===== src/rtl/game_countdown_timer.sv =====
// Pausable tenths-of-second gameplay countdown driven by the 10 Hz system time count.
// Optional macro WARN_BLINK_EN makes warn toggle on each tick instead of holding high.
module game_countdown_timer #(
  parameter int TIME_W      = 20,
  parameter int MAX_LOAD    = 999,
  parameter int WARN_THRESH = 50
) (
  input  logic              clk,
  input  logic              reset,
  input  logic [TIME_W-1:0] tick_time,
  input  logic [9:0]        load_value,
  input  logic              start,
  input  logic              pause,
  input  logic              stop,
  output logic [9:0]        time_left,
  output logic [3:0]        bcd_tens,
  output logic [3:0]        bcd_ones,
  output logic [3:0]        bcd_tenths,
  output logic              running,
  output logic              expired,
  output logic              warn
);

  localparam logic [1:0] S_IDLE    = 2'd0;
  localparam logic [1:0] S_RUNNING = 2'd1;
  localparam logic [1:0] S_PAUSED  = 2'd2;
  localparam logic [1:0] S_EXPIRED = 2'd3;

  localparam logic [9:0] MAX_L  = 10'(MAX_LOAD);
  localparam logic [9:0] WARN_L = 10'(WARN_THRESH);

  logic [1:0]        state_q, state_d;
  logic [TIME_W-1:0] prev_time_q;
  logic [9:0]        time_left_q, time_left_d;
  logic [3:0]        tens_q, tens_d;
  logic [3:0]        ones_q, ones_d;
  logic [3:0]        tenths_q, tenths_d;
  logic              running_q, running_d;
  logic              expired_q, expired_d;
  logic              warn_q, warn_d;
  logic              tick;
  logic              warn_cond;
  logic [9:0]        load_sat;
  logic [11:0]       load_bcd;

  // Shift-add-3 conversion, only used when loading.
  function automatic logic [11:0] to_bcd(input logic [9:0] bin);
    logic [21:0] s;
    s = {12'd0, bin};
    for (int i = 0; i < 10; i++) begin
      if (s[13:10] >= 4'd5) s[13:10] = s[13:10] + 4'd3;
      if (s[17:14] >= 4'd5) s[17:14] = s[17:14] + 4'd3;
      if (s[21:18] >= 4'd5) s[21:18] = s[21:18] + 4'd3;
      s = s << 1;
    end
    return s[21:10];
  endfunction

  assign tick     = (tick_time == prev_time_q + TIME_W'(1));
  assign load_sat = (load_value > MAX_L) ? MAX_L : load_value;
  assign load_bcd = to_bcd(load_sat);

  always_comb begin
    state_d     = state_q;
    time_left_d = time_left_q;
    tens_d      = tens_q;
    ones_d      = ones_q;
    tenths_d    = tenths_q;
    expired_d   = 1'b0;
    if (stop) begin
      state_d     = S_IDLE;
      time_left_d = 10'd0;
      tens_d      = 4'd0;
      ones_d      = 4'd0;
      tenths_d    = 4'd0;
    end else if (start) begin
      time_left_d = load_sat;
      tens_d      = load_bcd[11:8];
      ones_d      = load_bcd[7:4];
      tenths_d    = load_bcd[3:0];
      if (load_sat == 10'd0) begin
        state_d   = S_EXPIRED;
        expired_d = 1'b1;
      end else begin
        state_d   = S_RUNNING;
      end
    end else if (pause) begin
      if (state_q == S_RUNNING) state_d = S_PAUSED;
      else if (state_q == S_PAUSED) state_d = S_RUNNING;
    end else if (tick && state_q == S_RUNNING) begin
      time_left_d = time_left_q - 10'd1;
      // Borrow cascade: tenths -> ones -> tens.
      if (tenths_q != 4'd0) begin
        tenths_d = tenths_q - 4'd1;
      end else begin
        tenths_d = 4'd9;
        if (ones_q != 4'd0) begin
          ones_d = ones_q - 4'd1;
        end else begin
          ones_d = 4'd9;
          tens_d = tens_q - 4'd1;
        end
      end
      if (time_left_q == 10'd1) begin
        state_d   = S_EXPIRED;
        expired_d = 1'b1;
      end
    end
  end

  assign running_d = (state_d == S_RUNNING);
  assign warn_cond = (state_d == S_RUNNING || state_d == S_PAUSED) &&
                     (time_left_d <= WARN_L) && (time_left_d != 10'd0);

`ifdef WARN_BLINK_EN
  logic warn_cond_q;

  always_comb begin
    warn_d = warn_q;
    if (!warn_cond)
      warn_d = 1'b0;
    else if (!warn_cond_q)
      warn_d = 1'b1;
    else if (tick && state_q == S_RUNNING && !stop && !start && !pause)
      warn_d = ~warn_q;
  end

  always_ff @(posedge clk or negedge reset) begin
    if (!reset) warn_cond_q <= 1'b0;
    else        warn_cond_q <= warn_cond;
  end
`else
  assign warn_d = warn_cond;
`endif

  always_ff @(posedge clk or negedge reset) begin
    if (!reset) begin
      state_q     <= S_IDLE;
      prev_time_q <= '0;
      time_left_q <= 10'd0;
      tens_q      <= 4'd0;
      ones_q      <= 4'd0;
      tenths_q    <= 4'd0;
      running_q   <= 1'b0;
      expired_q   <= 1'b0;
      warn_q      <= 1'b0;
    end else begin
      state_q     <= state_d;
      prev_time_q <= tick_time;
      time_left_q <= time_left_d;
      tens_q      <= tens_d;
      ones_q      <= ones_d;
      tenths_q    <= tenths_d;
      running_q   <= running_d;
      expired_q   <= expired_d;
      warn_q      <= warn_d;
    end
  end

  assign time_left  = time_left_q;
  assign bcd_tens   = tens_q;
  assign bcd_ones   = ones_q;
  assign bcd_tenths = tenths_q;
  assign running    = running_q;
  assign expired    = expired_q;
  assign warn       = warn_q;

endmodule


===== config.mk =====
export PLATFORM = sky130hd
export DESIGN_NAME = game_countdown_timer
export DESIGN_NICKNAME = d
export VERILOG_FILES = /design/src/rtl/game_countdown_timer.sv
export SDC_FILE = /design/constraint.sdc
export NUM_CORES = 1
export LEC_CHECK = 0
export BUFFER_PORTS_ARGS = -buffer_cell sky130_fd_sc_hd__buf_2
export CELL_PAD_IN_SITES_DETAIL_PLACEMENT = 1
export CELL_PAD_IN_SITES_GLOBAL_PLACEMENT = 2
export CORE_MARGIN = 4
export CORE_UTILIZATION = 39
export CTS_BUF_LIST = sky130_fd_sc_hd__clkbuf_4
export DETAILED_ROUTE_END_ITERATION = 8
export PLACE_DENSITY_LB_ADDON = 0.1
export SLEW_MARGIN = 20
export SYNTH_ARGS = -nofsm -noshare
export SYNTH_HDL_FRONTEND = slang
export SYNTH_SLANG_ARGS = --single-unit

===== constraint.sdc =====
create_clock -name clk -period 10.3 [get_ports clk]
set_input_delay 1.545 -clock clk [delete_from_list [all_inputs] [get_ports clk]]
set_output_delay 1.545 -clock clk [all_outputs]
set_load 0.05 [all_outputs]

# Word level (Yosys, flattened, before mapping)
# Cells that the tools add are included.
# totals
register_bits,47
output_inout_bits,25
# op_classes
add_sub_neg,29
n_lt_le_gt_ge,26
n_eq_ne,9
muxes,60
reduce_logical,12
# op_table
cell,count
2-to-1 mux 4 bit,33
">= comparator 4 x 3 -> 1 bit, second input constant",21
"adder 4 x 2 -> 4 bit, second input constant",15
2-to-1 mux 10 bit,5
2-to-1 mux 3 bit,8
"adder 20 x 1 -> 20 bit, second input constant",1
equality test 20 bit,1
"adder 3 x 2 -> 3 bit, second input constant",6
2-to-1 mux 2 bit,8
"subtractor 4 x 1 -> 4 bit, second input constant",3
"equality test 10 x 1 -> 1 bit, second input constant",1
"greater-than comparator 10 bit, second input constant",1
"less-or-equal comparator 10 x 6 -> 1 bit, second input constant",1
logical NOT 10 bit,1
nonzero test 10 bit,1
"subtractor 10 x 1 -> 10 bit, second input constant",1
nonzero test 4 bit,2
"adder 1 x 2 -> 3 bit, second input constant",2
">= comparator 1 x 3 -> 1 bit, second input constant",2
2-to-1 mux 1 bit,6
"inequality test 3 bit, second input constant",2
"equality test 2 x 1 -> 1 bit, second input constant",2
"equality test 2 bit, second input constant",2
AND reduction 4 bit,1
other kinds (8),10

# Logic depth before layout (Yosys ltp)
# depth
word_depth,22
depth_mapped,33
ltp_nobuf,32

# Worst setup path after synthesis
# Ideal clock, no wire load.
# synth_timing
path_kind,input -> register
start,input load_value[8]
end,"register tens_q[1], in the netlist bcd_tens[1]"
setup_time_ns,0.094
arrival_ns,7.416
path_slack_ns,2.790
stages,33
path_cell_list,buf_2 -> clkbuf_1 -> a21boi_0 -> ha_1 -> nand2b_1 -> and4_1 -> a211oi_2 -> inv_1 -> ha_1 -> nor2b_1 -> nor2_1 -> o21ai_0 -> ha_1 -> inv_1 -> ha_1 -> a21oi_1 -> a21oi_1 -> o211ai_1 -> o2111ai_1 -> inv_1 -> ha_1 -> nor2_1 -> a211o_1 -> a22o_1 -> a21oi_2 -> xor2_1 -> ha_1 -> inv_1 -> ha_1 -> a21oi_1 -> xnor3_1 -> mux2_2 -> a211oi_1
# synth_between
elab_chain_cells,22
elab_cells_between_ends,61
# synth_rtl
element,line_no,source
from (decl),11,"input logic [9:0] load_value,"
greater-than comparator 10 bit,60,assign load_sat = (load_value > MAX_L) ? MAX_L : load_value;
2-to-1 mux 10 bit (*),60,
>= comparator 1 x 3 -> 1 bit or adder 1 x 2 -> 3 bit (tied branches),51,if (s[13:10] >= 4'd5) s[13:10] = s[13:10] + 4'd3;
2-to-1 mux 4 bit,51,
adder 4 x 2 -> 4 bit or >= comparator 4 x 3 -> 1 bit (tied branches),51,
2-to-1 mux 4 bit,51,
"adder 4 x 2 -> 4 bit, or another cell as far along",51,
2-to-1 mux 4 bit (on tied branches),"51, 52",
[6 not listed],--,
"adder 4 x 2 -> 4 bit, or another cell as far along",52,if (s[17:14] >= 4'd5) s[17:14] = s[17:14] + 4'd3;
"2-to-1 mux 4 bit, or another cell as far along",52,
"adder 4 x 2 -> 4 bit, or another cell as far along",52,
2-to-1 mux 4 bit or 2-to-1 mux 3 bit (tied branches),"52, 53",
>= comparator 4 x 3 -> 1 bit or adder 3 x 2 -> 3 bit (tied branches),53,if (s[21:18] >= 4'd5) s[21:18] = s[21:18] + 4'd3;
2-to-1 mux 3 bit (*),53,
2-to-1 mux 4 bit (*),76,end else if (start) begin
2-to-1 mux 4 bit (*),70,if (stop) begin
to (signal assigned),151,tens_q <= tens_d;
to (decl),35,"logic [3:0] tens_q, tens_d;"
# Mark *: on every way between the ends. The rest lies on a longest branch, timed or not.
# A chain may end at the register's enable or synchronous reset.

# Final worst setup path
# layout_timing
start,input load_value[7]
end,"register tens_q[1], in the netlist bcd_tens[1]"
# Same word-level chain as after synthesis.

==> flow_results.org <==
** Floorplanning
- The core region is roughly 12000 um2.
- For this configuration, the core starts out at a cell density of 0.401.
- The floorplan has 39 rows.
- Full die area :: approximately 14000 um2
- In this run the horizontal extent of the chip is between 100 and 150 um.
- Io pins :: 60
- In this run the vertical extent of the chip is around 120 um.

** STA
- Shortest period the worst path allows :: about 8.3 ns
- In the finished design, the share of the clock period the worst path needs comes to 0.811.
- Fin Clk Skew :: between 0.008 and 0.009 ns
- Max Freq :: 120 MHz
- Setup violations remaining at the end of the flow were counted as 0.
- The number of endpoints with negative hold slack in the final report was 0.
- The number of slew-limit violations in the final report is 0.
- Headroom to the max-slew limit came out at 0.300.
- Summed over all failing endpoints, the final setup total negative slack is 0 ns.
- Actual transition at the worst max-transition pin :: a little over 1 ns
- Setup repair after global routing missed its margin :: false

** Clock tree
- The number of setup buffers added after CTS is 0.
- Clock-pin slew was measured on the worst setup and hold paths at between 0.1 and 0.15 ns.
- Counting along the longest clock path gives a buffer depth of 2.
- TritonCTS buffer count :: 5
- Gates resized during post-CTS repair numbered 0.
- CTS Hold Bufs :: 0
- CTS tree :: yes
- Worst-skew pair later-pin latency :: around 0.38 ns
- CTS root buf :: sky130_fd_sc_hd__clkbuf_4
- Count of clock tree sinks :: 47
- Deepest level of the CTS H-tree :: 2

** Final layout
- Across the whole layout, storage elements account for about 1200 um2.
- Layout cell share with drive strength beyond 1 :: 0.173
- Area growth from synthesis to layout :: 10.0%
- Net count, final :: 665
- After filler insertion, the fill cell instance count of the layout stands at 1447.
- Multi-input combinational cell area :: 3210 um2
- Final core occ :: 0.442

** Synthesis
- For this run, the number of Yosys warnings is 0.
- After synthesis, the share of flip-flops with an asynchronous set or reset is 1.00.
- Of the synthesized area, sequential elements account for 0.254.
- Cell type with the highest aggregate area in the netlist :: sky130_fd_sc_hd__dfrtp_1
- Number of enable-type register cells in the synthesized netlist :: 0
- Top cell type's share of synthesized area :: 0.254
- Yosys instantiated no cell more often than sky130_fd_sc_hd__nor2_1.
- By count the netlist is led by sky130_fd_sc_hd__nor2_1 (59), sky130_fd_sc_hd__dfrtp_1 (47), sky130_fd_sc_hd__nand2_1 (41), sky130_fd_sc_hd__inv_1 (34), sky130_fd_sc_hd__o21ai_0 (31).
- By area the synthesized netlist is led by sky130_fd_sc_hd__dfrtp_1 (25%), sky130_fd_sc_hd__ha_1 (5.4%), sky130_fd_sc_hd__xnor2_1 (5.3%), sky130_fd_sc_hd__nor2_1 (4.8%), sky130_fd_sc_hd__o21ai_0 (3.4%).
- Yosys reg bits :: 47
- Synthesized area divided by synthesized cell count :: slightly above 8 um2
- The cell area that synthesis handed to floorplanning was 4620 um2.
- Synthesis produced a netlist whose cell count is 566.
- When the netlist entered floorplanning its net count stood at between 600 and 700.
- Distinct cells, synth :: around 90
- Primary FF master, synth :: sky130_fd_sc_hd__dfrtp_1

** Route
- The detail route stage leaves a number of antenna-violating nets equal to 0.
- Via density per instance :: approximately 5.9
- For this run, the detailed router's first-pass iteration total came to 4.
- Wire length per cell after detailed routing :: about 19 um
- For this run, design rule violations remaining after detail routing come to 0.
- After the first detailed-routing iteration, the DRC count stood at 241.
- The routed layout has around 4500 vias.
- The routed design has 14400 um of wire.

** Setup path
- Critical Path End Type :: register
- Data arrival time at the worst-slack endpoint :: roughly 8.6 ns
- In this design, the stage delay of the slowest critical-path cell is between 0.9 and 1 ns.
- Maximum fanout along the worst path :: 13
- The most numerous cell type found on the critical path is sky130_fd_sc_hd__ha_1.
- The worst setup path is launched from an input port.
- For the worst setup path, the data required time is between 10 and 15 ns.
- The critical path is of the input port to register type.
- Critical-path cell with the highest stage delay :: sky130_fd_sc_hd__mux2i_1

** GRT
- Entering global routing, the biggest net connects 48 pins.
- Global router's overall resource usage :: 0.212
- Grt peak-use layer :: met2
- The number of global-route vias before repair came to 4544.
- Number of antenna violations at the first check in global routing :: 1
- The first global-routing pass estimated 23100 um of wire.
- Aggregate global routing overflow :: 0
- GR Layer Usage met2 :: 0.392
- Met3 track demand over resource :: 0.0216
- M1 GR Usage :: 0.263

** Outcome
- Result of the run :: complete, no violations

** Power and ir drop
- Cell-internal power :: ~390 uW
- Worst IR drop on VDD :: ~49 uV
- Net switching fraction of the power :: 0.482
- Of the total power, combinational logic draws 0.583.
- Total net switching power :: 367 uW
- Power share of the clock group :: 0.125
- Leakage :: between 2 and 2.5 nW
- Cell Pwr Density :: around 150 nW/um2
- Sequential cell fraction of total power :: 0.292

** Worst hold path
- The worst hold path belongs to the class register to register.

** Placed design
- Port buffering added a little under 60 buffers.
- The congestion estimate from routability-driven global placement came to 0.859.
- After legalization and detailed placement, the total HPWL measured about 11000 um.

** Flow run
- Max-cap violations in this run came to 0.
==> cell usage in the layout, fill, tap and decap left out, types with 9 or more instances in the layout <==
cell | netlist | layout
sky130_fd_sc_hd__nand3_1 | 18 | 18
sky130_fd_sc_hd__xor2_1 | 11 | 11
sky130_fd_sc_hd__nand2_1 | 41 | 41
sky130_fd_sc_hd__nand2b_1 | 10 | 10
sky130_fd_sc_hd__or3_1 | 9 | 9
sky130_fd_sc_hd__ha_1 | 20 | 20
sky130_fd_sc_hd__nand4_1 | 9 | 9
sky130_fd_sc_hd__o21ai_0 | 31 | 31
sky130_fd_sc_hd__a21oi_1 | 20 | 20
sky130_fd_sc_hd__buf_2 | 4 | 58
sky130_fd_sc_hd__inv_1 | 34 | 34
sky130_fd_sc_hd__nor2_1 | 59 | 59
sky130_fd_sc_hd__nor3_1 | 17 | 17
sky130_fd_sc_hd__dfrtp_1 | 47 | 47
sky130_fd_sc_hd__xnor2_1 | 28 | 27
sky130_fd_sc_hd__mux2i_1 | 12 | 12
==> stage by stage <==
step	total power [mW]	cells	hold slack, ns	setup WS, ns	instance area [um2]
floorplan	0.557	566	0.598	2.79	4620
global placement	0.656	746	0.530	2.09	5020
detailed placement	0.669	746	0.526	1.62	5020
CTS	0.769	754	0.564	2.03	5070
global route	0.824	755	0.604	1.28	5090
finish	0.761	755	0.561	1.95	5090
==> critical path, delay by kind of cell <==
kind | cells | cell delay (ns)
buffers and inverters | 4 | 0.50
and+or+nand+nor | 7 | 1.29
xor gates and xnor gates | 2 | 0.47
AOI/OAI and AO/OA | 9 | 2.57
adders and majority gates | 5 | 1.07
muxes | 2 | 1.19
==> power groups by stage <==
stage | Combinational, mW | Clock, mW | Sequential, mW
after floorplan | 0.289 | 0 | 0.267
after global placement | 0.432 | 0 | 0.225
after detailed placement | 0.444 | 0 | 0.226
after CTS | 0.446 | 0.101 | 0.222
after global routing | 0.493 | 0.106 | 0.225
final | 0.444 | 0.0951 | 0.222
==> worst paths after layout <==
kind | start | endpoint | slack (ns) | depth (start not counted)
max | load_value[7] | bcd_tens[1] | 1.95 | 29
min | bcd_tens[3] | bcd_tens[3] | 0.56 | 1
max reg2reg | prev_time_q[6] | warn | 6.05 | 11
min reg2reg | bcd_tens[3] | bcd_tens[3] | 0.56 | 1
max in group asynchronous | reset | bcd_tenths[3] | 8.72 | 1
min in group asynchronous | reset | prev_time_q[11] | 1.16 | 1
==> state kept, by name, indices dropped and copies added (netlist names) <==
signal / flops
bcd_ones: 4
warn: 1
bcd_tens: 4
time_left: 10
prev_time_q: 20
expired: 1
state_q: 2
bcd_tenths: 4
running: 1
==> cells by family after synthesis <==
group	Yosys count	synth area share
simple gates	216	0.253
compound gates	162	0.265
buf+inv	63	0.0539
flops	47	0.254
xor+xnor	40	0.0788
fa+ha+maj	20	0.0541
mux	18	0.0406
==> metal layers <==
layer  vias to the layer above  routed length, um
met3                        13                442
met2                        69               7370
met5                         -                  0
met4                         0                204
met1                      2191               6340
li1                       2190                  -
==> final cells by class <==
class / instances / share of cell area
inverter: 37 / 0.0273
tap: 143 / 0.0352
clock buffer: 7 / 0.0103
timing repair buffer: 63 / 0.0644
sequential: 47 / 0.231
clock inverter: 1 / 0.000984
antenna: 1 / 0.000492
multi-input combinational: 456 / 0.630
Note: power is estimated with default switching activity, not from simulation.
